## src/rtl/xorshift32_arbiter.sv

```systemverilog
// xorshift32_arbiter
// Round-robin scheduler sharing one Xorshift32 generator among N_REQ
// requesters. Each grant hands one fresh 32-bit word to exactly one requester.
// After reset or reseed, WARMUP generator advances are discarded before any
// request is served.
//
// Build option: define XORSHIFT32_ARB_ZERO_GUARD_EN to replace a loaded seed
// of zero with 32'h2545F491. Without it, a zero seed is loaded as-is and the
// generator then produces zero forever.
//
// FSM states:
//   S_WARMUP | discarding advances, busy=1, requests ignored
//   S_RUN    | arbitrating, one grant per cycle at most
module xorshift32_arbiter #(
  parameter int          N_REQ        = 4,
  parameter logic [31:0] DEFAULT_SEED = 32'h12345678,
  parameter int          WARMUP       = 8
) (
  input  logic             clk,
  input  logic             rst,
  input  logic             seed_load,
  input  logic [31:0]      seed,
  input  logic [N_REQ-1:0] req,
  output logic [N_REQ-1:0] grant,
  output logic             rnd_valid,
  output logic [31:0]      rnd,
  output logic             busy
);

  localparam int PW = $clog2(N_REQ);
  localparam logic [7:0]    WCNT_INIT = 8'(WARMUP);
  localparam logic [PW-1:0] PTR_INIT  = PW'(N_REQ - 1);

  typedef enum logic {S_WARMUP, S_RUN} state_t;

  // A zero warm-up length means the block comes out of reset/reseed ready.
  localparam state_t STATE_INIT = (WARMUP == 0) ? S_RUN : S_WARMUP;

  state_t           fsm;
  logic [7:0]       wcnt;
  logic [31:0]      state_q;
  logic [PW-1:0]    ptr;

  logic [31:0]      seed_eff;
  logic [31:0]      xs_next;
  logic [N_REQ-1:0] eligible;
  logic [N_REQ-1:0] onehot;
  logic             win_found;
  logic [PW-1:0]    win_idx;
  logic [PW-1:0]    scan_idx;

  function automatic logic [31:0] xs(input logic [31:0] x);
    logic [31:0] t;
    t = x ^ (x << 13);
    t = t ^ (t >> 17);
    t = t ^ (t << 5);
    return t;
  endfunction

`ifdef XORSHIFT32_ARB_ZERO_GUARD_EN
  assign seed_eff = (seed == 32'h0) ? 32'h2545F491 : seed;
`else
  assign seed_eff = seed;
`endif

  assign xs_next = xs(state_q);
  assign busy    = (fsm == S_WARMUP);

  // Round-robin pick: first eligible requester after ptr, wrapping; the
  // current holder is masked so nobody wins two cycles in a row.
  always_comb begin
    eligible  = req & ~grant;
    win_found = 1'b0;
    win_idx   = ptr;
    scan_idx  = ptr;
    onehot    = '0;
    for (int i = 1; i <= N_REQ; i++) begin
      scan_idx = PW'((int'(ptr) + i) % N_REQ);
      if (!win_found && eligible[scan_idx]) begin
        win_found = 1'b1;
        win_idx   = scan_idx;
      end
    end
    onehot[win_idx] = 1'b1;
  end

  // Sequencer: reseed has priority over everything, then warm-up, then arbitration.
  always_ff @(posedge clk or posedge rst) begin
    if (rst) begin
      fsm       <= STATE_INIT;
      wcnt      <= WCNT_INIT;
      state_q   <= DEFAULT_SEED;
      ptr       <= PTR_INIT;
      grant     <= '0;
      rnd_valid <= 1'b0;
      rnd       <= '0;
    end else if (seed_load) begin
      fsm       <= STATE_INIT;
      wcnt      <= WCNT_INIT;
      state_q   <= seed_eff;
      grant     <= '0;
      rnd_valid <= 1'b0;
    end else begin
      case (fsm)
        S_WARMUP: begin
          state_q   <= xs_next;
          wcnt      <= wcnt - 8'd1;
          grant     <= '0;
          rnd_valid <= 1'b0;
          if (wcnt == 8'd1) fsm <= S_RUN;
        end
        S_RUN: begin
          if (win_found) begin
            grant     <= onehot;
            rnd_valid <= 1'b1;
            rnd       <= xs_next;
            state_q   <= xs_next;
            ptr       <= win_idx;
          end else begin
            grant     <= '0;
            rnd_valid <= 1'b0;
          end
        end
      endcase
    end
  end

endmodule

```

## config.mk

```make
export PLATFORM = sky130hd
export DESIGN_NAME = xorshift32_arbiter
export DESIGN_NICKNAME = d
export VERILOG_FILES = /design/src/rtl/xorshift32_arbiter.sv
export SDC_FILE = /design/constraint.sdc
export NUM_CORES = 1
export LEC_CHECK = 0
export ABC_AREA = 1
export CAP_MARGIN = 15
export CORE_MARGIN = 5
export CORE_UTILIZATION = 50
export CTS_CLUSTER_DIAMETER = 40
export DETAILED_ROUTE_END_ITERATION = 12
export PLACE_DENSITY = 0.76
export SLEW_MARGIN = 20
export SYNTH_ARGS = -nofsm -noshare
export SYNTH_HDL_FRONTEND = slang
export SYNTH_SLANG_ARGS = --single-unit
```

## constraint.sdc

```tcl
create_clock -name clk -period 6.95 [get_ports clk]
set_input_delay 1.0425 -clock clk [delete_from_list [all_inputs] [get_ports clk]]
set_output_delay 1.0425 -clock clk [all_outputs]
set_load 0.1 [all_outputs]
```

==> flow_metrics.py, run 1 <==
metrics = {
    "status": {
        "status": "completed",
    },
    "setup_path": {
        "worstSetupEndpointType": "primary output",
        "r2r_slack_ns": 4.75,
        "reg2reg_to": "grant[0]$_DFF_PP0_",
        "reg2regPathDepth": 9,
        "cp.required_ns": 5.91,
        "worst_setup_path_start_kind": "flop",
        "r2r_start": "ptr[0]$_DFFE_PP1P_",
        "crit_type": "reg2out",
        "critPathArrivalTime_ns": 2.08,
        "critPathMaxFanout": 5,
    },
    "sta": {
        "report.final.slew_viol_count": 0,
        "clock-skew-final_ns": 0.0188,
        "finalHoldViolCount": 0,
        "finalSetupTns_ns": 0,
        "finalSetupViolCount": 0,
        "slew_headroom": 0.339,
        "period_share": 0.449,
        "max_clock_freq_mhz": 321,
        "grt_setup_unrepaired": "false",
        "tightest_slew_ns": 0.988,
        "fin_crit_ns": 3.12,
    },
    "clock_tree": {
        "post_cts_buffers": 0,
        "clock_latency_ns": 0.36,
        "ctsRootBufferMaster": "clkbuf_8",
        "clock-sinks": 80,
        "clockBufferDepth": 2,
        "cts_buffers": 9,
        "cts_tree": "built",
        "ctsHoldBuffers": 0,
        "clkTransAtPathRegs_ns": 0.08,
        "cts-htree-levels": 3,
        "cts_resized": 0,
    },
    "routing": {
        "first_pass_iters": 5,
        "top_layer_used": "met4",
        "drc": 0,
        "postRouteAntennaNets": 0,
        "dr_wl_met2_um": 5040,
        "wl_met1_um": 5020,
        "wl_met3_um": 680,
        "routed_via_density": 5.02,
        "dr.first_iter.drc_count": 183,
        "finalWirelength_um": 10800,
        "vias": 3873,
        "routedWlPerCell_um": 14.1,
    },
    "final_layout": {
        "nNetsFinal": 696,
        "final_cells": 771,
        "mostFrequentLayoutCells": "275 x nand2_1, 75 x clkdlybuf4s50_1, 64 x dfrtp_1",
        "mostFrequentLayoutCell": "nand2_1",
        "drive_gt1_frac": 0.105,
        "antenna_cells": 0,
        "area_delta_synth_final_pct": 20.6,
    },
    "synthesis": {
        "synth_area_mm2": 0.00465,
        "synthArstFlopShare": 1.00,
        "yosysTopAreaCellShare": 0.345,
        "yosysSeqAreaShare": 0.435,
        "syn_area_per_cell_um2": 7.91,
        "synthCells": 588,
        "synthTopCellsByArea": "dfrtp_1 34%, nand2_1 22%, dfstp_2 9.0%",
        "ys_ff_latch": 80,
        "synth-edff-count": 0,
        "synth_flop_cell": "dfrtp_1",
        "synth_cell_types": 36,
        "ys_warn_count": 0,
        "synth_largest_area_cell": "dfrtp_1",
        "syn_nets": 629,
    },
    "global_routing": {
        "grt_pass1_wl_um": 18100,
        "gr-usage-all-layers": 0.197,
        "antenna_found_initial": 0,
        "grt-ovfl-total": 0,
        "grt_pass1_vias": 3739,
        "grt_max_degree": 81,
    },
    "worst_hold_path": {
        "hp-start": "fsm$_DFF_PP0_",
        "holdPathEnd": "wcnt[1]$_DFFE_PP0P_",
        "holdCritPathClass": "reg2reg",
        "whs_path_depth": 1,
    },
    "placed_design": {
        "numPortBuffers": 76,
        "place.gp.congestion": 0.830,
        "hpwl_um": 7650,
        "placedCellCount": 755,
    },
    "floorplan": {
        "die-area_mm2": 0.0113,
        "io-pin-count": 77,
        "initial_core_util": 0.508,
        "dieWidth_um": 106,
        "rows": 35,
        "die_h_um": 106,
        "core-area_mm2": 0.00915,
    },
    "job": {
        "drv_cap": 0,
    },
}
-- flip-flops by register name, summed over array words and instances (netlist names) --
| register | cells |
|---|---|
| fsm | 1 |
| grant | 4 |
| ptr | 2 |
| rnd | 32 |
| rnd_valid | 1 |
| state_q | 32 |
| wcnt | 8 |
-- worst max-delay path, cell delays in order (launching register included) --
cell and delay, ns:
dfrtp_1 0.38, inv_1 0.17, clkdlybuf4s50_1 1.17
-- layer usage --
| metal | global-route usage | vias up |
|---|---|---|
| li1 | - | 1954 |
| met1 | 0.281 | 1793 |
| met2 | 0.307 | 113 |
| met3 | 0.0370 | 13 |
| met4 | 0.0530 | 0 |
| met5 | 0 | - |
-- how the worst max path moves through the flow --
stage | startpoint | to | slack (ns) | cells past startpoint
after floorplan | rst | fsm$_DFF_PP0_ | 3.88 | 1
after global placement | req[0] | grant[0]$_DFF_PP0_ | 4.00 | 9
after detailed placement | req[1] | rnd[17]$_DFFE_PP0P_ | 3.97 | 8
after CTS | fsm$_DFF_PP0_ | busy | 3.81 | 2
after global routing | fsm$_DFF_PP0_ | busy | 3.76 | 2
final | fsm$_DFF_PP0_ | busy | 3.83 | 2
-- cell usage after synthesis (2+ instances only) --
library cell / count
nand2_1: 275
dfrtp_1: 64
inv_1: 36
xor2_1: 28
xnor2_1: 26
nand3_1: 24
o21ai_0: 21
dfstp_2: 16
nand2_2: 14
buf_6: 9
mux2i_1: 9
nor2_1: 8
o21ai_1: 8
o21ai_2: 8
a21oi_1: 6
clkbuf_1: 5
buf_4: 3
nand2_4: 3
nor3_1: 3
buf_2: 2
ha_1: 2
nand3_2: 2
nor2_4: 2
nor2_8: 2
-- cells by family (layout without fill, tap and decap cells) --
group,after synthesis,in the layout,synth area share
DFF,80,80,0.435
and+or+nand+nor,339,339,0.315
buffers and inverters,59,131,0.0670
adders and majority gates,2,2,0.00538
AOI/OAI and AO/OA,45,45,0.0563
xor gates and xnor gates,54,54,0.102
muxes,9,9,0.0194
-- through the flow --
stage | instance area, µm² | utilization | hold slack (ns) | setup WS, ns
finish | 5600 | 0.612 | 0.452 | 3.83
global route | 5600 | 0.612 | 0.474 | 3.76
global placement | 5390 | 0.589 | 0.429 | 4.00
floorplan | 4650 | - | 0.422 | 3.88
CTS | 5600 | 0.612 | 0.455 | 3.81
detailed placement | 5390 | 0.589 | 0.445 | 3.97
-- final cells by class --
class	count	area, µm²
Fill cell	801	3550
Timing Repair Buffer	77	767
Clock inverter	5	82.6
Sequential cell	80	2020
Tap cell	111	139
Multi-Input combinational cell	449	2310
Inverter	38	148
Clock buffer	11	131
Power of run 1 is left out: the tool's default activity adds up to more than one toggle a clock period on the data nets, which glitch-free logic cannot reach.
==> inputs of run 2 (changes only) <==
Settings changed: CORE_UTILIZATION 50 to 49, PLACE_DENSITY 0.76 to 0.77.
Clock period 6.95 ns to 2.5 ns, I/O delays scaled along.
==> run 2 against run 1 <==
  * Design area is 0.11% lower
  * Register-to-register slack worse by 4.3 ns
  * Via count is 2.0% higher
  * Hold slack worse by 0.13 ns
  * Sequential share of layout area hardly changed
  * Count of clock-buffer cells in the layout is 1 higher
  * Final cell count is 3.0% higher
==> flow_metrics.py, run 2 (synthesized netlist as in run 1, its figures left out) <==
metrics = {
    "final_layout": {
        "reg_top3": "rnd x32, state_q x32, wcnt x8",
        "final_cells": 794,
        "mostFrequentLayoutCell": "nand2_1",
        "antenna_cells": 0,
        "nNetsFinal": 701,
        "mostFrequentLayoutCells": "275 x nand2_1, 64 x dfrtp_1, 42 x buf_4",
        "drive_gt1_frac": 0.168,
        "area_delta_synth_final_pct": 20.4,
    },
    "job": {
        "drv_cap": 0,
    },
    "placed_design": {
        "hpwl_um": 8260,
        "placedCellCount": 778,
        "numPortBuffers": 76,
        "place.gp.congestion": 0.851,
    },
    "setup_path": {
        "crit_top_cell": "nand2_1",
        "crit_end": "state_q[13]$_DFFE_PP0P_",
        "critPathArrivalTime_ns": 2.26,
        "r2r_start": "ptr[0]$_DFFE_PP1P_",
        "cp.required_ns": 2.75,
        "critical_path.startpoint": "ptr[0]$_DFFE_PP1P_",
        "cp_slowest_cell": "dfstp_2",
        "crit_type": "reg2reg",
        "worstSetupEndpointType": "flop",
        "r2r_slack_ns": 0.49,
        "slowest_delay_ns": 0.65,
        "critPathMaxFanout": 30,
        "path_cells": "nand2_1, nand2_2, nand3_1, nand2_2, nand3_4, nor2_8, nand2_4, nand2_1, nand2_1",
        "worst_setup_path_start_kind": "flop",
        "reg2reg_to": "state_q[13]$_DFFE_PP0P_",
        "reg2regPathDepth": 9,
    },
    "clock_tree": {
        "clock-sinks": 80,
        "clockBufferDepth": 2,
        "cts_resized": 0,
        "cts-htree-levels": 3,
        "clkTransAtPathRegs_ns": 0.08,
        "ctsHoldBuffers": 0,
        "ctsRootBufferMaster": "clkbuf_8",
        "cts_buffers": 9,
        "post_cts_buffers": 0,
        "cts_tree": "built",
        "clock_latency_ns": 0.36,
    },
    "routing": {
        "finalWirelength_um": 11300,
        "vias": 3950,
        "drc": 0,
        "dr.first_iter.drc_count": 252,
        "postRouteAntennaNets": 0,
        "first_pass_iters": 5,
        "routed_via_density": 4.97,
        "routedWlPerCell_um": 14.2,
    },
    "worst_hold_path": {
        "holdCritPathClass": "in2reg",
    },
    "sta": {
        "period_share": 0.803,
        "finalHoldViolCount": 0,
        "report.final.slew_viol_count": 0,
        "finalSetupTns_ns": 0,
        "max_clock_freq_mhz": 498,
        "slew_headroom": 0.502,
        "grt_setup_unrepaired": "false",
        "tightest_slew_ns": 0.747,
        "finalSetupViolCount": 0,
        "fin_crit_ns": 2.01,
        "clock-skew-final_ns": 0.0116,
    },
    "floorplan": {
        "rows": 35,
        "io-pin-count": 77,
        "dieWidth_um": 107,
        "core-area_mm2": 0.00924,
        "initial_core_util": 0.503,
        "die-area_mm2": 0.0115,
        "die_h_um": 107,
    },
    "global_routing": {
        "grt_pass1_vias": 3901,
        "antenna_found_initial": 0,
        "grt_max_degree": 41,
        "gr-usage-all-layers": 0.206,
        "grt_pass1_wl_um": 18800,
        "grt-ovfl-total": 0,
    },
    "status": {
        "status": "completed",
    },
}
==> run 2: cell type report <==
cell class	count	area, µm²
fill	826	3640
multi-input combinational	449	2310
sequential	80	2020
timing repair buffer	82	731
tap	129	161
inverter	38	148
clock buffer	12	145
clock inverter	4	76.3
==> run 2: worst min path at each step <==
stage	startpoint	to	depth (start not counted)
detailed placement	fsm$_DFF_PP0_	wcnt[1]$_DFFE_PP0P_	1
global placement	fsm$_DFF_PP0_	wcnt[1]$_DFFE_PP0P_	1
CTS	seed_load	fsm$_DFF_PP0_	2
global route	seed_load	fsm$_DFF_PP0_	2
floorplan	fsm$_DFF_PP0_	wcnt[1]$_DFFE_PP0P_	1
finish	seed_load	fsm$_DFF_PP0_	2
==> run 2: per-layer routing <==
layer  part of all wire  vias up  track usage  wire length, µm
met5                  0        -            0                0
met1               0.47     1858        0.283             5290
met3              0.056       14       0.0378              637
met2               0.46      110        0.328             5190
met4              0.015        0       0.0676              168
li1                   -     1968            -                -
==> run 2: per-stage QoR <==
step / hold WS, ns / util / setup WS [ns] / instance area [µm²]
floorplan: 0.422 / - / 0.0997 / 4650
global placement: 0.434 / 0.582 / 0.448 / 5380
detailed placement: 0.450 / 0.582 / 0.340 / 5380
CTS: 0.310 / 0.606 / 0.501 / 5600
global route: 0.322 / 0.606 / 0.360 / 5600
finish: 0.322 / 0.606 / 0.493 / 5600
==> run 2: worst max-delay path, delay by kind of cell, from the launching register on <==
family / cells / cell delay, ns
flip-flops: 1 / 0.65
AND/OR/NAND/NOR: 9 / 1.22
Power of run 2 is left out for the same reason.
==> inputs of run 3 (changes only) <==
Settings changed: CORE_UTILIZATION 49 to 50, PLACE_DENSITY 0.77 to 0.76.
Clock period 2.5 ns to 2 ns, I/O delays scaled along.
==> run 3 against run 2 <==
  * Non-clock buffer count up 9
  * Clock skew up 0.0052 ns
  * Fmax up 5.3%
  * Hold slack worse by 0.064 ns
  * First-iteration DRC count down 12%
  * Die area down 1.8%
  * Count of clock-buffer cells in the layout unchanged
  * Critical path depth up 2
  * Design area up 2.6%
  * Sequential cell count unchanged
  * Register-to-register slack worse by 0.40 ns
  * Setup slack worse by 0.40 ns
==> flow_metrics.py, run 3 (synthesized netlist as in run 1, its figures left out) <==
metrics = {
    "floorplan": {
        "initial_core_util": 0.508,
        "dieWidth_um": 106,
        "io-pin-count": 77,
        "die_h_um": 106,
        "core-area_mm2": 0.00915,
        "rows": 35,
        "die-area_mm2": 0.0113,
    },
    "sta": {
        "period_share": 0.954,
        "fin_crit_ns": 1.91,
        "max_clock_freq_mhz": 524,
        "slew_headroom": 0.518,
        "finalSetupTns_ns": 0,
        "report.final.slew_viol_count": 0,
        "finalHoldViolCount": 0,
        "tightest_slew_ns": 0.722,
        "finalSetupViolCount": 0,
        "clock-skew-final_ns": 0.0168,
        "timing.hold.ws_ns": 0.258,
    },
    "setup_path": {
        "reg2regPathDepth": 11,
        "worstSetupEndpointType": "flop",
        "critPathMaxFanout": 34,
        "worst_setup_path_start_kind": "flop",
        "r2r_slack_ns": 0.09,
        "cp_slowest_cell": "dfstp_2",
        "path_cells": "nand2_1, nand2_2, nand3_2, nand2_4, buf_4, nand4_4, nand2_2, buf_12, nor2_1, nand2_1, inv_1",
        "crit_type": "reg2reg",
        "critPathArrivalTime_ns": 2.15,
        "cp.required_ns": 2.25,
        "r2r_start": "ptr[0]$_DFFE_PP1P_",
        "reg2reg_to": "grant[0]$_DFF_PP0_",
        "slowest_delay_ns": 0.65,
    },
    "routing": {
        "drc": 0,
        "finalWirelength_um": 11100,
        "first_pass_iters": 5,
        "postRouteAntennaNets": 0,
        "routed_via_density": 5.14,
        "dr.first_iter.drc_count": 223,
        "routedWlPerCell_um": 14.1,
        "vias": 4036,
    },
    "worst_hold_path": {
        "hp-start": "seed_load",
        "whs_path_depth": 3,
        "holdPathEnd": "wcnt[3]$_DFFE_PP1P_",
        "holdCritPathClass": "in2reg",
    },
    "global_routing": {
        "grt_pass1_vias": 3940,
        "grt_max_degree": 45,
        "grt_pass1_wl_um": 18900,
        "antenna_found_initial": 0,
        "grt-ovfl-total": 0,
        "gr-usage-all-layers": 0.206,
    },
    "final_layout": {
        "ff_latch_area_mm2": 0.00203,
        "reg_top3": "rnd x32, state_q x32, wcnt x8",
        "nNetsFinal": 710,
        "area_delta_synth_final_pct": 23.6,
        "drive_gt1_frac": 0.194,
        "num-fill-cells": 788,
        "fin_area_mm2": 0.00574,
        "mostFrequentLayoutCell": "nand2_1",
        "multi_input_area_mm2": 0.00236,
        "mostFrequentLayoutCells": "275 x nand2_1, 60 x dfrtp_1, 47 x buf_4",
        "antenna_cells": 0,
    },
    "clock_tree": {
        "clkTransAtPathRegs_ns": 0.08,
        "cts_tree": "built",
        "ctsRootBufferMaster": "clkbuf_8",
        "cts_buffers": 9,
        "clockBufferDepth": 2,
        "cts-htree-levels": 3,
        "clock_latency_ns": 0.36,
        "clock-sinks": 80,
    },
    "placed_design": {
        "numPortBuffers": 76,
        "place.gp.congestion": 0.890,
        "post_dp_cell_area_mm2": 0.00544,
        "hpwl_um": 8190,
    },
    "job": {
        "drv_cap": 0,
    },
    "status": {
        "status": "completed",
    },
}
## run 3: critical path, delay by kind of cell, from the launching register on
family | cells | cell delay [ns]
AND/OR/NAND/NOR | 8 | 0.80
flip-flops | 1 | 0.65
buffers and inverters | 3 | 0.35
## run 3: cell type report
| class | instances | share of cell area |
|---|---|---|
| Multi-Input combinational cell | 449 | 0.411 |
| Sequential cell | 80 | 0.353 |
| Timing Repair Buffer | 91 | 0.148 |
| Inverter | 38 | 0.0264 |
| Clock buffer | 12 | 0.0253 |
| Tap cell | 111 | 0.0242 |
| Clock inverter | 4 | 0.0122 |
## run 3: repair_timing
item	4_1_cts	5_1_grt
pin swaps	0	5
endpoints found under the setup margin	3	18
hold buffers	0	0
buffers inserted	0	5
resized for setup	1	9
## run 3: through the flow
step	cells	setup WS (ns)	util
final	785	0.0930	0.628
after global routing	785	-0.0621	0.628
after CTS	780	0.0215	0.619
after detailed placement	764	-0.00211	0.595
after global placement	764	0.0619	0.595
after floorplan	588	0.0178	-
## run 3: how the worst max path moves through the flow
stage	depth (start not counted)	end	slack, ns	from
final	11	grant[0]$_DFF_PP0_	0.09	ptr[0]$_DFFE_PP1P_
after global routing	11	grant[1]$_DFF_PP0_	-0.06	ptr[0]$_DFFE_PP1P_
after CTS	11	grant[1]$_DFF_PP0_	0.02	ptr[0]$_DFFE_PP1P_
after detailed placement	9	state_q[13]$_DFFE_PP0P_	-0.002	req[1]
after global placement	9	state_q[13]$_DFFE_PP0P_	0.06	req[0]
after floorplan	6	wcnt[7]$_DFFE_PP0P_	0.02	fsm$_DFF_PP0_
## run 3: metal layers
layer  GRT usage  wire length (µm)
met3      0.0376               690
met5           0                 0
met1       0.283              5030
met2       0.324              5130
met4      0.0776               256
Power of run 3 is left out for the same reason.
